<file path="src/rtl/sync_size_meas.sv">
// Measures active lines, active pixels/line and clocks/line from vs/hs/de; publishes after STABLE_FRAMES matching frames.
// Latency: results/pulses registered on the 2nd edge after vs_in samples low. Optional macro: SYNC_SIZE_MEAS_VTOTAL_EN.
module sync_size_meas #(
  parameter int ROW_W         = 11,
  parameter int COL_W         = 12,
  parameter int STABLE_FRAMES = 2
) (
  input  logic             clk,
  input  logic             rst,
  input  logic             vs_in,
  input  logic             hs_in,
  input  logic             de_in,
  output logic [ROW_W-1:0] row_size,
  output logic [COL_W-1:0] col_size,
  output logic [COL_W-1:0] htotal,
  output logic             meas_valid,
  output logic             size_change,
  output logic             frame_err,
  output logic             frame_done
`ifdef SYNC_SIZE_MEAS_VTOTAL_EN
  ,
  output logic [ROW_W-1:0] vtotal
`endif
);

  localparam logic [3:0] SF = 4'(STABLE_FRAMES);

  logic             r_vs_d1, r_vs_d2, r_hs_d1, r_hs_d2, r_de_d1, r_de_d2;
  logic             r_armed, r_bad;
  logic [ROW_W-1:0] r_line_cnt, r_cand_row;
  logic [COL_W-1:0] r_pix_cnt, r_hclk_cnt, r_htot_last, r_ref_col;
  logic [COL_W-1:0] r_cand_col, r_cand_ht;
  logic [3:0]       r_stable_cnt;
  logic             w_vs_rise, w_vs_fall, w_hs_rise, w_de_rise, w_de_fall;
  logic             w_cand_eq, w_pub_eq, w_bad;
  logic [3:0]       w_stable_nxt;
`ifdef SYNC_SIZE_MEAS_VTOTAL_EN
  logic [ROW_W-1:0] r_vcnt, r_vt_last, r_cand_vt;
  logic             r_vs_seen, r_vt_known;
`endif

  assign w_vs_rise = r_vs_d1 & ~r_vs_d2;
  assign w_vs_fall = ~r_vs_d1 & r_vs_d2;
  assign w_hs_rise = r_hs_d1 & ~r_hs_d2;
  assign w_de_rise = r_de_d1 & ~r_de_d2;
  assign w_de_fall = ~r_de_d1 & r_de_d2;

  always_comb begin
    w_cand_eq = (r_line_cnt == r_cand_row) && (r_ref_col == r_cand_col) &&
                (r_htot_last == r_cand_ht);
    w_pub_eq  = (r_line_cnt == row_size) && (r_ref_col == col_size) &&
                (r_htot_last == htotal);
    w_bad     = r_bad || (r_line_cnt == '0);
`ifdef SYNC_SIZE_MEAS_VTOTAL_EN
    w_cand_eq = w_cand_eq && (r_vt_last == r_cand_vt);
    w_pub_eq  = w_pub_eq && (r_vt_last == vtotal);
    w_bad     = w_bad || !r_vt_known;
`endif
    if (!w_cand_eq)
      w_stable_nxt = 4'd1;
    else if (r_stable_cnt >= SF)
      w_stable_nxt = SF;
    else
      w_stable_nxt = r_stable_cnt + 4'd1;
  end

  // Front end: synchronisers and per-frame counters.
  always_ff @(posedge clk) begin
    if (rst) begin
      // vs history starts high so a vs_in already high at reset release is not seen as a rise.
      r_vs_d1     <= 1'b1;
      r_vs_d2     <= 1'b1;
      r_hs_d1     <= 1'b0;
      r_hs_d2     <= 1'b0;
      r_de_d1     <= 1'b0;
      r_de_d2     <= 1'b0;
      r_line_cnt  <= '0;
      r_pix_cnt   <= '0;
      r_hclk_cnt  <= '0;
      r_htot_last <= '0;
      r_ref_col   <= '0;
      r_bad       <= 1'b0;
`ifdef SYNC_SIZE_MEAS_VTOTAL_EN
      r_vcnt      <= '0;
      r_vt_last   <= '0;
      r_vs_seen   <= 1'b0;
      r_vt_known  <= 1'b0;
`endif
    end else begin
      r_vs_d1 <= vs_in;
      r_vs_d2 <= r_vs_d1;
      r_hs_d1 <= hs_in;
      r_hs_d2 <= r_hs_d1;
      r_de_d1 <= de_in;
      r_de_d2 <= r_de_d1;

      if (r_vs_d1 && w_hs_rise) begin
        r_htot_last <= r_hclk_cnt;
        r_hclk_cnt  <= COL_W'(1);
      end else if (r_vs_d1 && (r_hclk_cnt != '1)) begin
        r_hclk_cnt <= r_hclk_cnt + COL_W'(1);
      end

      if (w_vs_rise) begin
        r_line_cnt <= '0;
        r_pix_cnt  <= '0;
        r_ref_col  <= '0;
        r_bad      <= 1'b0;
      end else if (r_vs_d1) begin
        if (w_de_rise && (r_line_cnt != '1))
          r_line_cnt <= r_line_cnt + ROW_W'(1);
        if (w_de_rise)
          r_pix_cnt <= COL_W'(1);
        else if (r_de_d1 && (r_pix_cnt != '1))
          r_pix_cnt <= r_pix_cnt + COL_W'(1);
        if (w_de_fall) begin
          if (r_line_cnt == ROW_W'(1))
            r_ref_col <= r_pix_cnt;
          else if (r_pix_cnt != r_ref_col)
            r_bad <= 1'b1;
        end
        if ((r_line_cnt == '1) || (r_pix_cnt == '1) || (r_hclk_cnt == '1))
          r_bad <= 1'b1;
      end

`ifdef SYNC_SIZE_MEAS_VTOTAL_EN
      if (w_vs_rise) begin
        r_vt_last  <= r_vcnt;
        r_vcnt     <= w_hs_rise ? ROW_W'(1) : '0;
        r_vs_seen  <= 1'b1;
        r_vt_known <= r_vs_seen;
      end else if (w_hs_rise && (r_vcnt != '1)) begin
        r_vcnt <= r_vcnt + ROW_W'(1);
      end
`endif
    end
  end

  // Frame-end decision: stability tracking, publishing and pulses.
  always_ff @(posedge clk) begin
    if (rst) begin
      r_armed      <= 1'b0;
      r_stable_cnt <= '0;
      r_cand_row   <= '0;
      r_cand_col   <= '0;
      r_cand_ht    <= '0;
      row_size     <= '0;
      col_size     <= '0;
      htotal       <= '0;
      meas_valid   <= 1'b0;
      size_change  <= 1'b0;
      frame_err    <= 1'b0;
      frame_done   <= 1'b0;
`ifdef SYNC_SIZE_MEAS_VTOTAL_EN
      r_cand_vt    <= '0;
      vtotal       <= '0;
`endif
    end else begin
      size_change <= 1'b0;
      frame_err   <= 1'b0;
      frame_done  <= 1'b0;
      if (w_vs_rise)
        r_armed <= 1'b1;
      if (w_vs_fall && r_armed) begin
        frame_done <= 1'b1;
        if (w_bad) begin
          frame_err    <= 1'b1;
          r_stable_cnt <= '0;
          meas_valid   <= 1'b0;
        end else begin
          r_stable_cnt <= w_stable_nxt;
          if (!w_cand_eq) begin
            r_cand_row <= r_line_cnt;
            r_cand_col <= r_ref_col;
            r_cand_ht  <= r_htot_last;
`ifdef SYNC_SIZE_MEAS_VTOTAL_EN
            r_cand_vt  <= r_vt_last;
`endif
          end
          if (meas_valid && !w_pub_eq) begin
            size_change <= 1'b1;
            meas_valid  <= 1'b0;
          end
          if (w_stable_nxt == SF) begin
            row_size   <= r_line_cnt;
            col_size   <= r_ref_col;
            htotal     <= r_htot_last;
            meas_valid <= 1'b1;
`ifdef SYNC_SIZE_MEAS_VTOTAL_EN
            vtotal     <= r_vt_last;
`endif
          end
        end
      end
    end
  end

endmodule

</file>
<file path="config.mk">
export PLATFORM = sky130hd
export DESIGN_NAME = sync_size_meas
export DESIGN_NICKNAME = d
export VERILOG_FILES = /design/src/rtl/sync_size_meas.sv
export SDC_FILE = /design/constraint.sdc
export NUM_CORES = 1
export LEC_CHECK = 0
export ABC_AREA = 1
export BUFFER_PORTS_ARGS = -buffer_cell sky130_fd_sc_hd__buf_2
export CAP_MARGIN = 20
export CORE_MARGIN = 10
export CORE_UTILIZATION = 32
export CTS_CLUSTER_DIAMETER = 50
export DETAILED_ROUTE_END_ITERATION = 8
export HOLD_SLACK_MARGIN = 0.12
export PLACE_DENSITY = 0.58
export SYNTH_ARGS = -nofsm -noshare
export SYNTH_HDL_FRONTEND = slang
export SYNTH_SLANG_ARGS = --single-unit
</file>
<file path="constraint.sdc">
create_clock -name clk -period 3.9 [get_ports clk]
set_input_delay 1.17 -clock clk [delete_from_list [all_inputs] [get_ports clk]]
set_output_delay 1.17 -clock clk [all_outputs]
set_load 0.01 [all_outputs]
</file>
==> out/results.tsv <==
metric	value	unit
post_cts_buffers	0	
dieArea	0.0277	sq mm
drv_slew	0	
dp_slack	1.16	ns
yosys_warnings	0	
ys_ff_latch	145	
layout.nets	946	
ant_nets	0	
place.gp.congestion	0.806	
ioPinCount	44	
num_antenna_cells	0	
gr-total-overflow	0	
rr_endpoint	r_cand_ht[9]	
cp_max_fo	50	
irDropWorstVdd	227	uV
ys.flop_type	dfxtp_1	
tightest_slew	0.895	ns
cp_data_required_time	4.25	ns
p_clk_share	52.0	%
root_buffer	clkbuf_16	
fillers	2219	
cap_violations	0	
syn_avg_cell_area	7.54	sq um
intPower	2760	uW
period_share	68.7	%
coreArea	0.0211	sq mm
critPathLaunchType	flip-flop	
powerDensity	449	mW/mm^2
rr_startpoint	r_line_cnt[0]	
slew_headroom	40.2	%
clockBufferDepth	2	
area_growth	14.0	%
critical_path_class	flip-flop to flip-flop	
synthTopCellsByArea	dfxtp_1 42%, nor2_1 8.9%, nand2_1 7.7%	
min_path_type	flip-flop to flip-flop	
setup_viol	0	
grt_max_degree	84	
period_needed	2.68	ns
yosysMostFrequentCell	nor2_1	
hold_path_depth	2	
reg2reg_slack	1.22	ns
ys_seq_area_share	42.3	%
rsz0062_at_grt	false	
synth_edf_count	0	
pwr-share-comb	4.7	%
wl_per_cell	13.2	um
fin_setup_tns	0	ns
worstRegToRegCells	11	
yosysTopAreaCell	dfxtp_1	
p_sw	756	uW
vias_per_cell	4.58	
swShare	21.5	%
dpl.hpwl	11.5	mm
skew	0.0117	ns
dr.first_iter.drc_count	340	
first_pass_iters	5	
cts.sinks	145	
layout-drive-gt1-share	12.5	%
hold_buffers	0	
multi_input_area	0.00336	sq mm
grt_pass1_wl	27.0	mm
max_freq	373	MHz
syn-num-nets	923	
cts_resized	0	
netlist_instances	911	
synth_area	0.00687	sq mm
first_global_vias	5402	
track_usage	11.6	%
hold_viol	0	
clk_pin_slew_worst_paths	0.06	ns
status	complete, no violations	
slowest_delay	0.68	ns
setup_ws	1.22	ns
die_w	167	um
regArea	0.00290	sq mm
cp_data_arrival_time	3.03	ns
clk_latency	0.42	ns
cts_buffers	17	
cp_cell_sequence	inv_1 > ha_1 > nor3b_1 > nand2_2 > nand2_2 > nor2_8 > nand2_4 > inv_2 > buf_4 > nor2_1 > nor2_1	
yosysUniqueCellTypes	46	
synth-async-reset-ratio	0	%
numPortBuffers	43	
cp-endpoint	r_cand_ht[9]	
seqPwrFrac	43.4	%
ys_top_cells_by_count	163 x nor2_1, 145 x dfxtp_1, 140 x nand2_1, 73 x a21oi_1, 72 x inv_1	
fp.dieH	167	um
cts_max_level	4	
crit_path_end_kind	flip-flop	
dr_total_vias	5598	
startpoint	r_line_cnt[0]	
drcViolationCount	0	
row_count	53	
finalWirelength	16.2	mm
critical-path-slowest-cell	inv_2	
leakagePower	0.00337	uW
start_util	32.6	%
synth_top_area_share	42.3	%
cts_tree	yes	
grt_antenna_before_repair	0	
-- power groups by stage --
| stage | Combinational (uW) | Sequential [uW] | Clock (uW) |
|---|---|---|---|
| finish | 164 | 1520 | 1830 |
| global route | 186 | 1530 | 1920 |
| CTS | 168 | 1520 | 1860 |
| detailed placement | 167 | 1560 | 0 |
| global placement | 166 | 1560 | 0 |
| floorplan | 128 | 1550 | 0 |
-- layout by cell type, fill, tap and decap left out, types with 4 or more instances in the layout --
cell type  netlist  routed
nor2_1         163     163
dfxtp_1        145     145
nand2_1        140     140
a21oi_1         73      73
inv_1           72      71
o21ai_0         71      71
xnor2_1         58      58
buf_2            9      43
o21ai_1         35      35
clkbuf_16        0      17
nand3_1         16      16
xor2_1          14      14
nor3_1          13      13
inv_2            8       9
ha_1             7       7
nand4_1          6       6
a21oi_2          5       5
bufinv_16        0       5
nand2_2          4       4
clkbuf_8         0       4
buf_4            3       4
-- layout make-up --
type	instances	area share, %
Inverter	82	3.99
Clock inverter	9	2.25
Clock buffer	23	6.23
Timing Repair Buffer	47	3.13
Tap cell	275	4.39
Sequential cell	145	37.1
Multi-Input combinational cell	641	42.9
-- metal layers --
metal	vias up	global-route usage [%]	routed length, um
met2	73	20.0	7750
met3	17	2.75	462
met1	2548	13.8	7710
li1	2960	-	-
met5	-	0	0
met4	0	4.09	224
-- worst max-delay path, delay by kind of cell, from the launching register on --
family | cells | cell delay (ns)
and+or+nand+nor | 7 | 0.78
buffers and inverters | 3 | 1.13
adders and majority gates | 1 | 0.22
DFF | 1 | 0.47
-- state kept, by name, summed over array words and instances (netlist names), 12 cells and up --
register     count
htotal          12
r_hclk_cnt      12
r_htot_last     12
r_cand_col      12
r_ref_col       12
r_pix_cnt       12
col_size        12
r_cand_ht       12
-- worst min path at each step --
stage	start	to	slack, ns
finish	r_hs_d1	r_hs_d2	0.42
global route	r_hs_d1	r_hs_d2	0.47
CTS	r_hs_d1	r_hs_d2	0.43
detailed placement	r_hs_d1	r_hs_d2	0.41
global placement	r_hs_d1	r_hs_d2	0.41
floorplan	r_hs_d1	r_hs_d2	0.40
-- stage by stage --
| step | hold slack (ns) | std cells | power, uW | area (sq um) | util (%) |
|---|---|---|---|---|---|
| floorplan | 0.403 | 911 | 1680 | 6870 | - |
| global placement | 0.411 | 1190 | 1720 | 7170 | 34.0 |
| detailed placement | 0.414 | 1190 | 1720 | 7170 | 34.0 |
| CTS | 0.425 | 1222 | 3560 | 7830 | 37.1 |
| global route | 0.472 | 1222 | 3640 | 7830 | 37.1 |
| finish | 0.423 | 1222 | 3520 | 7830 | 37.1 |
-- cell families after synthesis --
logic type	after synthesis	synth area share (%)
buffers and inverters	125	8.76
adder cells (fa/ha/maj)	7	1.28
flip-flops	145	42.3
XOR/XNOR	74	9.66
AND/OR/NAND/NOR	366	23.3
AO/OA/AOI/OAI	194	14.8
Note: power is estimated with default switching activity, not from simulation.
